--- config.mk ---
export PLATFORM = sky130hd
export DESIGN_NAME = leaf_out_packetizer
export DESIGN_NICKNAME = d
export VERILOG_FILES = /design/src/rtl/leaf_out_packetizer.sv
export SDC_FILE = /design/constraint.sdc
export NUM_CORES = 1
export LEC_CHECK = 0
export BUFFER_PORTS_ARGS = -buffer_cell sky130_fd_sc_hd__buf_2
export CAP_MARGIN = 20
export CORE_MARGIN = 1.5
export CORE_UTILIZATION = 45
export CTS_CLUSTER_SIZE = 25
export DETAILED_ROUTE_END_ITERATION = 6
export GPL_TIMING_DRIVEN = 0
export PLACE_DENSITY = 0.75
export SLEW_MARGIN = 0
export SYNTH_ARGS = -nofsm -noshare
export SYNTH_HDL_FRONTEND = slang
export SYNTH_SLANG_ARGS = --single-unit
--- constraint.sdc ---
create_clock -name ap_clk -period 2.86 [get_ports ap_clk]
set_input_delay 0.572 -clock ap_clk [delete_from_list [all_inputs] [get_ports ap_clk]]
set_output_delay 0.572 -clock ap_clk [all_outputs]
set_load 0.005 [all_outputs]
--- src/rtl/leaf_out_packetizer.sv ---
// Credit-checked packetizer: turns each accepted HLS output word into one BFT packet
// addressed to a configured leaf/port, with a wrapping slot address and credit flow control.
module leaf_out_packetizer #(
  parameter int PACKET_BITS           = 49,
  parameter int PAYLOAD_BITS          = 32,
  parameter int NUM_LEAF_BITS         = 5,
  parameter int NUM_PORT_BITS         = 4,
  parameter int NUM_ADDR_BITS         = 7,
  parameter int FREESPACE_UPDATE_SIZE = 64
) (
  input  logic                     ap_clk,
  input  logic                     ap_rst_n,
  input  logic [PAYLOAD_BITS-1:0]  din,
  input  logic                     din_vld,
  output logic                     din_ack,
  input  logic                     cfg_wr,
  input  logic [NUM_LEAF_BITS-1:0] cfg_leaf,
  input  logic [NUM_PORT_BITS-1:0] cfg_port,
  input  logic                     credit_ret,
  output logic [PACKET_BITS-1:0]   pkt_out,
  input  logic                     pkt_ready,
  output logic [NUM_ADDR_BITS:0]   credit,
  output logic                     err_credit
);

  localparam int CW = NUM_ADDR_BITS + 1;
  localparam logic [CW:0] DEPTH_C = (CW+1)'(1 << NUM_ADDR_BITS);
  localparam logic [CW:0] FREE_C  = (CW+1)'(FREESPACE_UPDATE_SIZE);
  localparam logic [NUM_ADDR_BITS-1:0] SEQ_ONE = {{(NUM_ADDR_BITS-1){1'b0}}, 1'b1};

  typedef enum logic [1:0] {
    UNCFG    = 2'd0,
    RUN      = 2'd1,
    NOCREDIT = 2'd2
  } state_t;

  state_t                   state_r;
  logic [NUM_LEAF_BITS-1:0] leaf_r;
  logic [NUM_PORT_BITS-1:0] port_r;
  logic [NUM_ADDR_BITS-1:0] seq_r;
  logic [CW-1:0]            credit_r;
  logic                     err_r;
  logic [PACKET_BITS-1:0]   pkt_r;

  logic                     accept_s;
  logic [CW:0]              credit_sum_s;
  logic [CW-1:0]            credit_next_s;
  logic                     overflow_s;

  // Accept decision and the net credit after this cycle's accept and return
  always_comb begin
    accept_s      = din_vld & (state_r == RUN) & ~cfg_wr & (~pkt_r[PACKET_BITS-1] | pkt_ready);
    credit_sum_s  = {1'b0, credit_r} + (credit_ret ? FREE_C : {(CW+1){1'b0}})
                    - {{CW{1'b0}}, accept_s};
    credit_next_s = credit_r;
    overflow_s    = 1'b0;
    if (credit_sum_s > DEPTH_C) begin
      credit_next_s = DEPTH_C[CW-1:0];
      overflow_s    = 1'b1;
    end else begin
      credit_next_s = credit_sum_s[CW-1:0];
      overflow_s    = 1'b0;
    end
  end

  // Control FSM, destination/sequence/credit registers and the one-deep packet register
  always_ff @(posedge ap_clk or negedge ap_rst_n) begin
    if (!ap_rst_n) begin
      state_r  <= UNCFG;
      leaf_r   <= {NUM_LEAF_BITS{1'b0}};
      port_r   <= {NUM_PORT_BITS{1'b0}};
      seq_r    <= {NUM_ADDR_BITS{1'b0}};
      credit_r <= DEPTH_C[CW-1:0];
      err_r    <= 1'b0;
      pkt_r    <= {PACKET_BITS{1'b0}};
    end else if (cfg_wr) begin
      // A reconfigure never accepts, but a packet already in flight still drains
      state_r  <= RUN;
      leaf_r   <= cfg_leaf;
      port_r   <= cfg_port;
      seq_r    <= {NUM_ADDR_BITS{1'b0}};
      credit_r <= DEPTH_C[CW-1:0];
      if (pkt_ready) begin
        pkt_r[PACKET_BITS-1] <= 1'b0;
      end
    end else begin
      if (accept_s) begin
        pkt_r <= {1'b1, leaf_r, port_r, seq_r, din};
        seq_r <= seq_r + SEQ_ONE;
      end else if (pkt_ready) begin
        pkt_r[PACKET_BITS-1] <= 1'b0;
      end
      credit_r <= credit_next_s;
      if (overflow_s) begin
        err_r <= 1'b1;
      end
      case (state_r)
        UNCFG:         state_r <= UNCFG;
        RUN, NOCREDIT: state_r <= (credit_next_s == {CW{1'b0}}) ? NOCREDIT : RUN;
        default:       state_r <= UNCFG;
      endcase
    end
  end

  assign din_ack    = accept_s;
  assign pkt_out    = pkt_r;
  assign credit     = credit_r;
  assign err_credit = err_r;

endmodule
Word-level counts from Yosys, hierarchy flattened
Index checks and enable logic that the tools add are counted.
W data, S select, Z words.
- add/subtract/negate cells: 3
- magnitude comparators: 1
- equality and inequality tests: 2
- multiplexer cells: 12
- bitwise gates (word level): 6
- reduce and logical (&&, ||, !) cells: 5
- operators with widths (kind ; number):
    $mux W7 ; 3
    $mux W8 ; 2
    $add A8 B7 Y9 ; 1
    $gt A9 B8 Y1 const B ; 1
    $sub A9 B1 Y9 ; 1
    $logic_not A8 Y1 ; 1
    $add A7 B1 Y7 const B ; 1
    $mux W2 ; 3
    $mux W1 ; 4
    $reduce_and A2 Y1 ; 2
    $and A1 B1 Y1 ; 3
    $eq A2 B1 Y1 const B ; 1
    $eq A2 B2 Y1 const B ; 1
    $not A1 Y1 ; 2
    $reduce_bool A2 Y1 ; 1
    $reduce_or A2 Y1 ; 1
    $or A1 B1 Y1 ; 1
- flip-flop bits (word level): 76
- bits of input ports: 47
- output and inout port bits: 59
- logic and storage cells: 37

Depth between registers and ports, before layout
Gate-level depths: netlist of the first run.
- depth after elaboration: 11
- depth in mapped cells: 17
- depth with buffers taken out: 15

Worst setup path after synthesis of the first run
Ideal clock, no wire load.
- kind: input to register
- start point: input cfg_wr
- end point: register state_r[0]
- arrival time: 2993 ps
- slack: -264 ps
- stages on the path: 16
- path buffers: 2
- path through: inv_1 nand3_1 a21oi_2 buf_4 buf_4 ha_1 inv_1 ha_1 inv_1 fa_1 nand2b_1 a21oi_2 nor4_1 a311oi_2 and3_2 o21ai_1
- word-level cells in the longest chain between the ends: 10
- ends and longest elaborated chain (what ; line ; source):
    from (decl) ; 16 ; input logic cfg_wr,
    $not A1 Y1 (no source line) * ; n/a ;
    $and A1 B1 Y1 * (2 in series) ; 52 ; accept_s = din_vld & (state_r == RUN) & ~cfg_wr & (~pkt_r[PACKET_BITS-1] | pkt_ready);
    named net din_ack ; 15 ; output logic din_ack,
    $sub A9 B1 Y9 * ; 54 ; - {{CW{1'b0}}, accept_s};
    $gt A9 B8 Y1 ; 57 ; if (credit_sum_s > DEPTH_C) begin
    $mux W8 * ; 57 ;
    $logic_not A8 Y1 * ; 99 ; RUN, NOCREDIT: state_r <= (credit_next_s == {CW{1'b0}}) ? NOCREDIT : RUN;
    $mux W2 * ; 99 ;
    $mux W2 * ; 97 ; case (state_r)
    $mux W2 * ; 76 ; end else if (cfg_wr) begin
    to (signal assigned) ; 99 ;
    to (decl) ; 37 ; state_t state_r;
Mark *: on every way through the listed nets, which the timed path passes. The rest lies on a longest branch.
A chain may end at the register's enable or synchronous reset.

Worst setup path in the final report of the first run
- start point: input cfg_wr
- end point: register credit_r[4], in the netlist credit[4]
- word-level cells in the longest chain between the ends: 7
- ends and longest elaborated chain (what ; line ; source):
    $not A1 Y1 (no source line) ; n/a ;
    $and A1 B1 Y1 (2 in series) ; 52 ;
    $sub A9 B1 Y9 ; 54 ;
    $gt A9 B8 Y1 ; 57 ;
    $mux W8 ; 57 ;
    $mux W8 * ; 76 ;
    to (signal assigned) ; 73 ; credit_r <= DEPTH_C[CW-1:0];
    to (signal assigned) ; 82 ; credit_r <= DEPTH_C[CW-1:0];
    to (signal assigned) ; 93 ; credit_r <= credit_next_s;
    to (decl) ; 41 ; logic [CW-1:0] credit_r;
Mark *: on every way between the ends. The rest lies on a longest branch, timed or not.

==> summary.md, run 1 <==
| Metric | Value |
|---|---|
| Status | `completed` |
| Peak supply drop | `between 0.4 and 0.5 mV` |
| Worst slew pin tran | `roughly 570 ps` |
| Worst reg2reg path endpoint | `credit[4]` |
| CTS buffer count | `9` |
| Initial antenna violation count | `0` |
| CTS tree | `done` |
| CP Launch Point | `cfg_wr` |
| Highest clock rate | `353 MHz` |
| Worst Path Class, Setup | `in2reg` |
| Reg2reg start | `state_r[1]` |
| Nets | `approximately 440` |
| Worst r2r path cells | `17` |
| Synthesis warning total | `0` |
| Top cell type's share of synthesized area | `a little under three fifths` |
| Placed cell count | `444` |
| Final Util | `between 60% and 70%` |
| Pwr dens | `1020 nW/µm²` |
| Fillers | `572` |
| Largest net degree at the start of global routing | `50` |
| Cell Chain, Critical Path | `buf_2 -> clkinvlp_4 -> nand3_4 -> a21oi_4 -> buf_6 -> ha_4 -> inv_2 -> ha_4 -> inv_2 -> fa_2 -> nand2b_4 -> a21oi_4 -> xor2_2 -> nor4_4 -> buf_4 -> o211ai_4 -> nor2_1` |
| I/O pins | `106` |
| Final min period | `around 2800 ps` |
| Max cap viols | `0` |
| Total grt overflow | `0` |
| Synthesized area per cell | `around 14 µm²` |
| Number of synthesized flops with an enable pin | `0` |
| Clk sink count | `between 70 and 80` |
| Synth area leaders | `dfrtp_1 57%, mux2_2 20%, ha_1 4.2%, inv_1 2.6%, nor2_1 1.9%` |
| Final instance count without filler cells | `slightly below 500` |
| Worst setup path end | `credit[4]` |
| Detail Placement HPWL | `~4700 µm` |
| CP delay by family, top | `buffers and inverters` |
| Ant diodes | `0` |
| DIE WIDTH | `88.3 µm` |
| Max Fanout on Critical Path | `6` |
| Die Ht | `88.3 µm` |
| Via density | `roughly 4.8` |
| Worst R2R Setup Slack | `roughly 40 ps` |
| Slew margin rel. | `around three fifths` |
| Most frequent cell after synthesis | `dfrtp_1` |
| CTS clk-pin slew, worst paths | `about 80 ps` |
| CP max stage cell | `fa_2` |
| Crit path launch type | `primary input` |
| GPL Wtd Cong | `slightly above 0.7` |
| Tot GR Track Use | `between 10% and 20%` |
| Worst hold path class | `in2async` |
| Row Count | `30` |
| Core area | `around 7000 µm²` |
| Setup-failing EPs final | `0` |
| Power Total | `4.62 mW` |
| Die ar. | `7800 µm²` |
| Pleak | `around 2.2 nW` |
| DRC | `0` |
| Async set or reset register ratio after synthesis | `100%` |
| Synth area leader | `dfrtp_1` |
| Root Driver | `clkbuf_8` |
| RSZ-0062 raised after global routing | `true` |
| Later-pin clock latency in the skew report | `between 300 and 400 ps` |
| CP bufs+invs | `6` |
| First-pass iteration count of the detailed router | `4` |
| Seq/Total Area, Yosys | `58.1%` |
| Syn Inst Count | `242` |
| Tcrit/Tclk final | `99.1%` |
| Syn_nets | `approximately 300` |
| Synth top cells by count | `75 x dfrtp_1, 58 x mux2_2, 23 x inv_1` |
| Antenna Nets Post-Route | `0` |
| Layout cells sized above 1 | `62.0%` |
| Total number of H-tree levels | `3` |
| Final WL | `approximately 7200 µm` |
| Required time of the critical path | `just over 3000 ps` |
| Max incr delay on CP | `approximately 330 ps` |
| Worst clock skew | `about 9.4 ps` |
| Starting DRC count in detailed routing | `67` |
| Final hold vios | `0` |
| Instance count on the critical path | `17` |
| First-pass GRT wire length | `between 10,000 and 15,000 µm` |
| Layout area overhead | `38.9%` |
| DR vias | `roughly 2,300` |
| Initial core utilization | `between 40 and 50%` |
| Crit path DAT | `between 3000 and 4000 ps` |
| Port-buffer cells | `approximately 110` |
| Critical path capture point type | `flop` |
| Most frequently used flop master after synthesis | `dfrtp_1` |
| #FFs+latches synth | `76` |
| Clk buf depth | `2` |
| Synth unique cells | `35` |
| Fin. max-slew vios | `0` |
| Mapped Area | `3270 µm²` |
| Vias in the first global route | `roughly 2,300` |
| Wire length per cell | `14.8 µm` |
==> through the flow <==
stage	setup TNS, ps	setup slack [ps]	hold slack, ps	area, µm²
floorplan	-551	-101	276	3350
global placement	-5890	-580	436	3990
detailed placement	-6110	-592	443	4020
CTS	0	8.14	131	4470
global route	-704	-89.7	145	4550
finish	0	26.2	148	4550
==> what timing repair did <==
action                                  in CTS  in global routing
gates resized for setup                      9                 10
hold buffers                                 0                  0
endpoints found under the setup margin      11                 10
buffers inserted                            25                  5
pin swaps                                   10                 10
==> cell type report <==
cell class                 count  area [µm²]  area share [%]
inverter                      23        90.1            1.98
tap                           96         120            2.64
sequential                    76        1900            41.9
timing repair buffer         133         769            16.9
multi-input combinational    136        1390            30.5
clock inverter                 6         113            2.48
buffer                         6        40.0           0.881
clock buffer                   9         124            2.72
==> how the worst min path moves through the flow <==
| stage | from | end | slack (ps) | cells past startpoint |
|---|---|---|---|---|
| 2_1_floorplan | ap_rst_n | credit[0] | 280 | 0 |
| 5_1_grt | ap_rst_n | pkt_out[12] | 140 | 1 |
| 6_report | ap_rst_n | pkt_out[12] | 150 | 1 |
| 3_3_place_gp | err_credit | err_credit | 440 | 1 |
| 3_5_place_dp | err_credit | err_credit | 440 | 1 |
| 4_1_cts | ap_rst_n | pkt_out[12] | 130 | 1 |
==> power breakdown <==
group	switching, mW	internal (mW)	total, mW
Combinational	0.966	1.07	2.04
Sequential	0.180	1.43	1.61
Clock	0.393	0.578	0.971
==> cell families after synthesis <==
kind of cell	synth area share (%)
flops	58.1
buf+inv	3.97
compound gates	4.85
mux	20.3
fa+ha+maj	4.81
simple gates	5.85
xor+xnor	2.14
==> state kept, by name, indices dropped and copies added (netlist names) <==
| name | flops |
|---|---|
| credit | 8 |
| state_r | 2 |
| leaf_r | 5 |
| port_r | 4 |
| seq_r | 7 |
| err_credit | 1 |
| pkt_out | 49 |
==> layer usage <==
metal / global-route usage (%) / up-vias / wire length (µm)
met2: 32.1 / 56 / 3810
met3: 5.60 / 12 / 286
met5: 0 / - / 0
met4: 7.39 / 0 / 140
met1: 24.5 / 1153 / 2940
li1: - / 1113 / -
==> placed cells by master, fill, tap and decap left out, drive strengths merged, types with 2 or more instances in the layout <==
cell,instances
nand4,2
nor4,2
o211ai,3
nor3b,2
clkinv,2
bufinv,3
nand3,4
xnor2,2
clkbuf,9
a21oi,5
dfrtp,75
mux2,58
nand2,6
inv,23
and3,2
ha,11
o21ai,8
buf,139
nor2,17
xor2,6
No activity file was read; power rests on OpenSTA's default activity.
==> run 2: changes to the inputs <==
--- a/config.mk
+++ b/config.mk
@@ -5,6 +5,7 @@
 export SDC_FILE = /design/constraint.sdc
 export NUM_CORES = 1
 export LEC_CHECK = 0
+export ABC_AREA = 1
 export BUFFER_PORTS_ARGS = -buffer_cell sky130_fd_sc_hd__buf_2
 export CAP_MARGIN = 20
 export CORE_MARGIN = 1.5
@@ -12,7 +13,8 @@
 export CTS_CLUSTER_SIZE = 25
 export DETAILED_ROUTE_END_ITERATION = 6
 export GPL_TIMING_DRIVEN = 0
-export PLACE_DENSITY = 0.75
+export HOLD_SLACK_MARGIN = 0.03
+export PLACE_DENSITY = 0.74
 export SLEW_MARGIN = 0
 export SYNTH_ARGS = -nofsm -noshare
 export SYNTH_HDL_FRONTEND = slang
==> run 2 against run 1 <==
Compared with the run above:
- register-to-register slack better by 170 ps
- final cell count is 31% higher
- via count is 27% higher
- clock-buffer cell count is 1 higher
- critical path depth is 1 lower
- sequential power is 5% lower
- largest cell class unchanged
==> summary.md, run 2 <==
| Metric | Value |
|---|---|
| Vias in the first global route | `2,894 (was 2,322)` |
| Nets | `592 (was 444)` |
| Min setup slack post-route | `205 ps (was 26.2 ps)` |
| Sw Ratio | `41.3% (was 33.3%)` |
| CTS tree | `done (unchanged)` |
| Synthesis warning total | `0 (unchanged)` |
| Clk buf depth | `2 (unchanged)` |
| P_int | `2.68 mW (was 3.08 mW)` |
| Tcrit/Tclk final | `92.8% (was 99.1%)` |
| GPL Wtd Cong | `0.813 (was 0.722)` |
| Worst Path Class, Setup | `reg2reg (was in2reg)` |
| Worst hold path class | `in2async (unchanged)` |
| CP max stage cell | `fa_1 (was fa_2)` |
| Number of synthesized flops with an enable pin | `0 (unchanged)` |
| Max cap viols | `0 (unchanged)` |
| Crit path DAT | `2880 ps (was 3060 ps)` |
| Detail Placement HPWL | `5620 µm (was 4710 µm)` |
| Setup-failing EPs final | `0 (unchanged)` |
| Layout area overhead | `26.7% (was 38.9%)` |
| Dpl ws | `-540 ps (was -592 ps)` |
| Synth area leader | `dfrtp_1 (unchanged)` |
| Slew margin rel. | `63.0% (was 61.4%)` |
| CTS clk-pin slew, worst paths | `80 ps (about the same)` |
| Largest net degree at the start of global routing | `52 (was 50)` |
| Max Fanout on Critical Path | `6 (unchanged)` |
| Syn_nets | `471 (was 301)` |
| Required time of the critical path | `3090 ps (about the same)` |
| Multi-input gate area | `1340 µm² (was 1390 µm²)` |
| Most used cells in the layout excluding fill and tap cells | `165 x nand2_1, 111 x buf_2, 75 x dfrtp_1 (was 106 x buf_2, 75 x dfrtp_1, 58 x mux2_2)` |
| Mapped Area | `3480 µm² (was 3270 µm²)` |
| CP bufs+invs | `2 (was 6)` |
| Critical path capture point type | `flop (unchanged)` |
| Layout cells sized above 1 | `30.1% (was 62.0%)` |
| # hold bufs at CTS | `0 (unchanged)` |
| Core area | `7370 µm² (was 6910 µm²)` |
| Worst R2R Setup Slack | `210 ps (was 40 ps)` |
| Tot GR Track Use | `19.8% (was 19.5%)` |
| Register area | `1900 µm² (unchanged)` |
| Clk sink count | `76 (unchanged)` |
| DR vias | `2,967 (was 2,334)` |
| Wire length per cell | `12.0 µm (was 14.8 µm)` |
| Total grt overflow | `0 (unchanged)` |
| Initial antenna violation count | `0 (unchanged)` |
| Worst r2r path cells | `16 (was 17)` |
| Fillers | `660 (was 572)` |
| Via density | `4.66 (was 4.81)` |
| Row Count | `31 (was 30)` |
| Worst clock skew | `8.01 ps (was 9.41 ps)` |
| Initial core utilization | `47.2% (was 47.4%)` |
| Crit path launch type | `flop (was primary input)` |
| Total number of H-tree levels | `3 (unchanged)` |
| Port-buffer cells | `105 (unchanged)` |
| Pwr dens | `1040 nW/µm² (was 1020 nW/µm²)` |
| Cell Chain, Critical Path | `ha_2 -> nand3_4 -> a21oi_4 -> ha_1 -> inv_1 -> ha_2 -> inv_1 -> fa_1 -> nand3_2 -> nor2_4 -> nand3_1 -> nor2_1 -> nand2_1 -> nand2_2 -> nand2_4 -> a21o_1 (was buf_2 -> clkinvlp_4 -> nand3_4 -> a21oi_4 -> buf_6 -> ha_4 -> inv_2 -> ha_4 -> inv_2 -> fa_2 -> nand2b_4 -> a21oi_4 -> xor2_2 -> nor4_4 -> buf_4 -> o211ai_4 -> nor2_1)` |
| Worst slew pin tran | `555 ps (was 575 ps)` |
| I/O pins | `106 (unchanged)` |
| CP delay by family, top | `adder cells (was buffers and inverters)` |
| Net Sw Power | `1.89 mW (was 1.54 mW)` |
| #FFs+latches synth | `76 (unchanged)` |
| Root Driver | `clkbuf_8 (unchanged)` |
| Top cell type's share of synthesized area | `54.0% (was 57.3%)` |
| Status | `completed (unchanged)` |
| Final WL | `7620 µm (was 7180 µm)` |
| Total negative slack | `0 ps (unchanged)` |
| CTS buffer count | `9 (unchanged)` |
| Final min period | `2650 ps (was 2830 ps)` |
| Fin. max-slew vios | `0 (unchanged)` |
| Most frequently used flop master after synthesis | `dfrtp_1 (unchanged)` |
| DIE WIDTH | `90.9 µm (was 88.3 µm)` |
| DRC | `0 (unchanged)` |
| RSZ-0062 raised after global routing | `false (was true)` |
| Final hold vios | `0 (unchanged)` |
| Commonest non-fill, non-tap cell in the layout | `nand2_1 (was buf_2)` |
| Syn Inst Count | `412 (was 242)` |
| Sequential Power Share | `33.5% (was 34.8%)` |
| Reg2reg start | `state_r[0] (was state_r[1])` |
| Most frequent cell after synthesis | `nand2_1 (was dfrtp_1)` |
| Max reg flops | `49 (unchanged)` |
| Max incr delay on CP | `530 ps (was 330 ps)` |
| Seq/Total Area, Yosys | `54.7% (was 58.1%)` |
| Synthesized area per cell | `8.44 µm² (was 13.5 µm²)` |
| Clock power frac | `17.3% (was 21.0%)` |
| Die Ht | `90.9 µm (was 88.3 µm)` |
| Starting DRC count in detailed routing | `114 (was 67)` |
| Antenna Nets Post-Route | `0 (unchanged)` |
| Die ar. | `8260 µm² (was 7800 µm²)` |
| Pleak | `2.49 nW (was 2.19 nW)` |
| Peak supply drop | `0.383 mV (was 0.465 mV)` |
| First-pass GRT wire length | `13,100 µm (was 11,300 µm)` |
| Worst reg2reg path endpoint | `err_credit (was credit[4])` |
| Later-pin clock latency in the skew report | `340 ps (about the same)` |
| Synth top cells by count | `165 x nand2_1, 75 x dfrtp_1, 49 x inv_1 (was 75 x dfrtp_1, 58 x mux2_2, 23 x inv_1)` |
| Synth unique cells | `28 (was 35)` |
| Highest clock rate | `377 MHz (was 353 MHz)` |
| Async set or reset register ratio after synthesis | `100% (unchanged)` |
| Ant diodes | `0 (unchanged)` |
| Comb power frac | `49.2% (was 44.1%)` |
| Synth area leaders | `dfrtp_1 54%, nand2_1 18%, inv_1 5.3%, ha_1 4.0%, o21ai_0 3.7% (was dfrtp_1 57%, mux2_2 20%, ha_1 4.2%, inv_1 2.6%, nor2_1 1.9%)` |
| First-pass iteration count of the detailed router | `4 (unchanged)` |
==> run 2: changes by cell type after synthesis, sizes merged, moves of 2 or more <==
cell	change
nand2	+170
xnor2	-2
and3	-2
clkbuf	+7
nor4	-2
o21ai	+20
nor2	-5
nor3	+6
nand3	+18
inv	+30
o211ai	-2
xor2	-6
mux2	-58
==> run 2: worst max-delay path by stage <==
stage / cells past startpoint / end / slack (ps) / startpoint
5_1_grt: 17 / credit[4] / 10 / state_r[1]
4_1_cts: 18 / err_credit / 10 / state_r[0]
3_5_place_dp: 19 / state_r[1] / -540 / cfg_wr
3_3_place_gp: 19 / state_r[1] / -430 / cfg_wr
6_report: 16 / err_credit / 210 / state_r[0]
2_1_floorplan: 16 / err_credit / 70 / pkt_ready
==> run 2: worst reg2reg max path, cell delays in order, from the launching register on <==
cell	delay, ps
dfrtp_1	370
ha_2	190
nand3_4	90
a21oi_4	60
ha_1	200
inv_1	60
ha_2	180
inv_1	60
fa_1	530
nand3_2	100
nor2_4	120
nand3_1	80
nor2_1	100
nand2_1	70
nand2_2	100
nand2_4	90
a21o_1	170
==> run 2: cell families after synthesis <==
| logic type | synth area share, % |
|---|---|
| adders and majority gates | 4.53 |
| DFF | 54.7 |
| AOI/OAI and AO/OA | 5.90 |
| buffers and inverters | 7.48 |
| and+or+nand+nor | 27.3 |
==> run 2: layout make-up <==
type / count / area share (%)
buffer: 13 / 1.31
tap: 99 / 2.81
clock inverter: 6 / 1.45
sequential: 76 / 43.2
clock buffer: 10 / 2.90
multi-input combinational: 269 / 30.4
inverter: 53 / 4.51
timing repair buffer: 111 / 13.5
==> run 2: metal layers <==
layer,global-route usage [%],wire (µm),vias to the layer above
met4,8.85,118,0
li1,-,-,1514
met5,0,0,-
met3,3.28,275,9
met1,25.6,3400,1378
met2,32.6,3830,66
==> run 2: power by group through the flow <==
stage	Combinational [mW]	Sequential, mW	Clock [mW]
after floorplan	1.47	1.57	0
after global placement	2.05	1.54	0
after detailed placement	2.15	1.55	0
after CTS	2.22	1.53	0.822
after global routing	2.53	1.57	0.865
final	2.25	1.53	0.790
==> run 2: through the flow <==
step	utilization, %	cells	hold slack [ps]	area (µm²)	power, mW
3_5_place_dp	56.4	617	453	4160	3.70
5_1_grt	59.8	637	138	4410	4.96
6_report	59.8	637	134	4410	4.57
3_3_place_gp	56.0	616	435	4130	3.59
4_1_cts	59.5	636	127	4390	4.57
2_1_floorplan	-	412	276	3480	3.04
==> run 2: repair_timing <==
action,in CTS,in global routing
resized for setup,6,3
hold endpoints to repair,0,0
gates cloned,0,0
pin swaps,2,8
endpoints found under the setup margin,10,8
setup buffers,3,2
==> run 3: changes to the inputs <==
==> constraint.sdc (replaced) <==
create_clock -name ap_clk -period 2.86 [get_ports ap_clk]
set_input_delay 0.572 -clock ap_clk [delete_from_list [all_inputs] [get_ports ap_clk]]
set_output_delay 0.572 -clock ap_clk [all_outputs]
set_load 0.02 [all_outputs]
==> run 3 against run 2 <==
Compared with the run above:
- utilization increased by 0.085 points
- worst hold slack got worse by 58 ps
- design area up 0.14%
- sequential cell count unchanged
- largest cell class unchanged
- first-iteration DRC count rose by 22%
- wire length down 1.5%
- highest routed layer unchanged
- global-route usage decreased by 0.33 points
- non-clock buffer count fell by 2
- clock-buffer cell count increased by 1
- die area unchanged
- sequential share of layout area down 0.061 points
==> summary.md, run 3 (same netlist as run 2, synthesis figures left out) <==
| Metric | Value |
|---|---|
| Total negative slack | `0 ps (unchanged)` |
| DR vias | `2,976 (was 2,967)` |
| I/O pins | `106 (unchanged)` |
| Critical Path Most Common Cell | `ha_1` |
| Worst Path Class, Setup | `reg2reg (unchanged)` |
| Worst slew pin tran | `548 ps (was 555 ps)` |
| Max reg flops | `49 (unchanged)` |
| Tot GR Track Use | `19.5% (was 19.8%)` |
| Pwr dens | `1110 nW/µm² (was 1040 nW/µm²)` |
| Final min period | `2660 ps (was 2650 ps)` |
| Worst r2r path cells | `16 (unchanged)` |
| Critical path capture point type | `flop (unchanged)` |
| Required time of the critical path | `3090 ps (about the same)` |
| DRC | `0 (unchanged)` |
| Detail Placement HPWL | `5600 µm (was 5620 µm)` |
| CP Launch Point | `state_r[0] (unchanged)` |
| RSZ-0062 raised after global routing | `false (unchanged)` |
| Nets | `590 (was 592)` |
| Crit path DAT | `2890 ps (was 2880 ps)` |
| CP delay by family, top | `adder cells (unchanged)` |
| Placed cell count | `617 (unchanged)` |
| CTS clk-pin slew, worst paths | `80 ps (about the same)` |
| Wire length per cell | `11.8 µm (was 12.0 µm)` |
| Sequential Power Share | `31.2% (was 33.5%)` |
| Max incr delay on CP | `550 ps (was 530 ps)` |
| Highest clock rate | `376 MHz (was 377 MHz)` |
| Most used cells in the layout excluding fill and tap cells | `165 x nand2_1, 111 x buf_2, 75 x dfrtp_1 (unchanged)` |
| Row Count | `31 (unchanged)` |
| Via density | `4.69 (was 4.66)` |
| GPL Wtd Cong | `0.795 (was 0.813)` |
| Fin. max-slew vios | `0 (unchanged)` |
| Multi-input gate area | `1330 µm² (was 1340 µm²)` |
| Antenna Nets Post-Route | `0 (unchanged)` |
| CTS tree | `done (unchanged)` |
| Max cap viols | `0 (unchanged)` |
| Register area | `1900 µm² (unchanged)` |
| Worst R2R Setup Slack | `200 ps (was 210 ps)` |
| Total grt overflow | `0 (unchanged)` |
| Final WL | `7510 µm (was 7620 µm)` |
| Largest net degree at the start of global routing | `64 (was 52)` |
| Vias in the first global route | `2,905 (was 2,894)` |
| Reg2reg start | `state_r[0] (unchanged)` |
| CP max stage cell | `fa_1 (unchanged)` |
| Net Sw Power | `2.16 mW (was 1.89 mW)` |
| Port-buffer cells | `105 (unchanged)` |
| Root Driver | `clkbuf_8 (unchanged)` |
| CTS buffer count | `9 (unchanged)` |
| Die ar. | `8260 µm² (unchanged)` |
| Commonest non-fill, non-tap cell in the layout | `nand2_1 (unchanged)` |
| Initial core utilization | `47.2% (unchanged)` |
| Instance count on the critical path | `16 (unchanged)` |
| Final hold vios | `0 (unchanged)` |
| Die Ht | `90.9 µm (unchanged)` |
| First-pass GRT wire length | `12,900 µm (was 13,100 µm)` |
| Ant diodes | `0 (unchanged)` |
| Initial antenna violation count | `0 (unchanged)` |
| Core area | `7370 µm² (unchanged)` |
| Starting DRC count in detailed routing | `139 (was 114)` |
| Clock power frac | `18.6% (was 17.3%)` |
| Sw Ratio | `44.2% (was 41.3%)` |
| First-pass iteration count of the detailed router | `4 (unchanged)` |
| Power Total | `4.90 mW (was 4.57 mW)` |
| DIE WIDTH | `90.9 µm (unchanged)` |
| Cell Chain, Critical Path | `ha_1 -> nand3_2 -> a21oi_4 -> ha_1 -> inv_1 -> ha_1 -> inv_1 -> fa_1 -> nand3_2 -> nor2_4 -> nand3_1 -> nor2_1 -> nand2_1 -> nand2_2 -> nand2_4 -> a21o_1 (was ha_2 -> nand3_4 -> a21oi_4 -> ha_1 -> inv_1 -> ha_2 -> inv_1 -> fa_1 -> nand3_2 -> nor2_4 -> nand3_1 -> nor2_1 -> nand2_1 -> nand2_2 -> nand2_4 -> a21o_1)` |
| P_int | `2.73 mW (was 2.68 mW)` |
| Layout area overhead | `26.9% (was 26.7%)` |
| Worst reg2reg path endpoint | `err_credit (unchanged)` |
| CP bufs+invs | `2 (unchanged)` |
| Max Fanout on Critical Path | `6 (unchanged)` |
| Worst hold path class | `in2async (unchanged)` |
| Total number of H-tree levels | `3 (unchanged)` |
| Tcrit/Tclk final | `92.9% (was 92.8%)` |
| Comb power frac | `50.2% (was 49.2%)` |
| Fillers | `696 (was 660)` |
| Status | `completed (unchanged)` |
| Setup-failing EPs final | `0 (unchanged)` |
| Worst setup path end | `err_credit (unchanged)` |
| Worst clock skew | `10.1 ps (was 8.01 ps)` |
| Clk buf depth | `2 (unchanged)` |
| Crit path launch type | `flop (unchanged)` |
| Clk sink count | `76 (unchanged)` |
| Layout cells sized above 1 | `29.5% (was 30.1%)` |
| Peak supply drop | `0.474 mV (was 0.383 mV)` |
| Later-pin clock latency in the skew report | `340 ps (about the same)` |
| Slew margin rel. | `63.5% (was 63.0%)` |
| Pleak | `2.50 nW (was 2.49 nW)` |
| Final instance count without filler cells | `635 (was 637)` |
[run 3: cell types whose count changed in the layout (fill, tap and decap cells not counted), sizes merged]
cell and delta:
clkinv -2, bufinv +1, buf -2, clkbuf +1
[run 3: repair_timing]
item / 4_1_cts / 5_1_grt
setup endpoints to repair: 6 / 8
hold endpoints to repair: 0 / 0
resized for setup: 1 / 2
hold buffers: 0 / 0
setup buffers: 0 / 3
[run 3: worst min path at each step]
stage	to	cells after the start	slack, ps	start
6_report	pkt_out[45]	1	80	ap_rst_n
5_1_grt	pkt_out[45]	1	70	ap_rst_n
4_1_cts	pkt_out[44]	1	60	ap_rst_n
3_5_place_dp	pkt_out[44]	1	440	ap_rst_n
3_3_place_gp	err_credit	1	430	err_credit
2_1_floorplan	credit[0]	0	280	ap_rst_n
[run 3: cell type report]
type	instances	share of cell area, %
clock inverter	5	1.90
multi-input combinational	269	30.1
clock buffer	11	3.20
inverter	53	4.51
timing repair buffer	109	13.1
sequential	76	43.1
tap	99	2.81
buffer	13	1.30
[run 3: power groups by stage]
stage	Clock, mW	Combinational (mW)	Sequential (mW)
6_report	0.910	2.46	1.53
5_1_grt	0.978	2.78	1.56
4_1_cts	0.935	2.46	1.53
3_5_place_dp	0	2.46	1.54
3_3_place_gp	0	2.38	1.54
2_1_floorplan	0	1.47	1.88
[run 3: metal layers]
| metal | part of all wire (%) | vias to the layer above | global-route usage, % |
|---|---|---|---|
| met5 | 0 | - | 0 |
| met1 | 46 | 1396 | 24.9 |
| met4 | 1.6 | 0 | 8.07 |
| met2 | 49 | 63 | 32.8 |
| met3 | 3.7 | 8 | 3.11 |
| li1 | - | 1509 | - |
[run 3: worst reg2reg max path, delay by kind of cell (launching register included)]
| kind | cells | cell delay [ps] |
|---|---|---|
| compound gates | 2 | 210 |
| fa+ha+maj | 4 | 1120 |
| buf+inv | 2 | 120 |
| flops | 1 | 370 |
| simple gates | 8 | 720 |
[run 3: through the flow]
| step | cell area (µm²) | hold slack (ps) | setup slack [ps] | util (%) |
|---|---|---|---|---|
| 2_1_floorplan | 3480 | 276 | 47.7 | - |
| 6_report | 4410 | 76.4 | 203 | 59.9 |
| 3_3_place_gp | 4130 | 435 | -269 | 56.0 |
| 5_1_grt | 4410 | 65.2 | 16.5 | 59.9 |
| 3_5_place_dp | 4160 | 442 | -308 | 56.4 |
| 4_1_cts | 4390 | 63.6 | 58.2 | 59.5 |
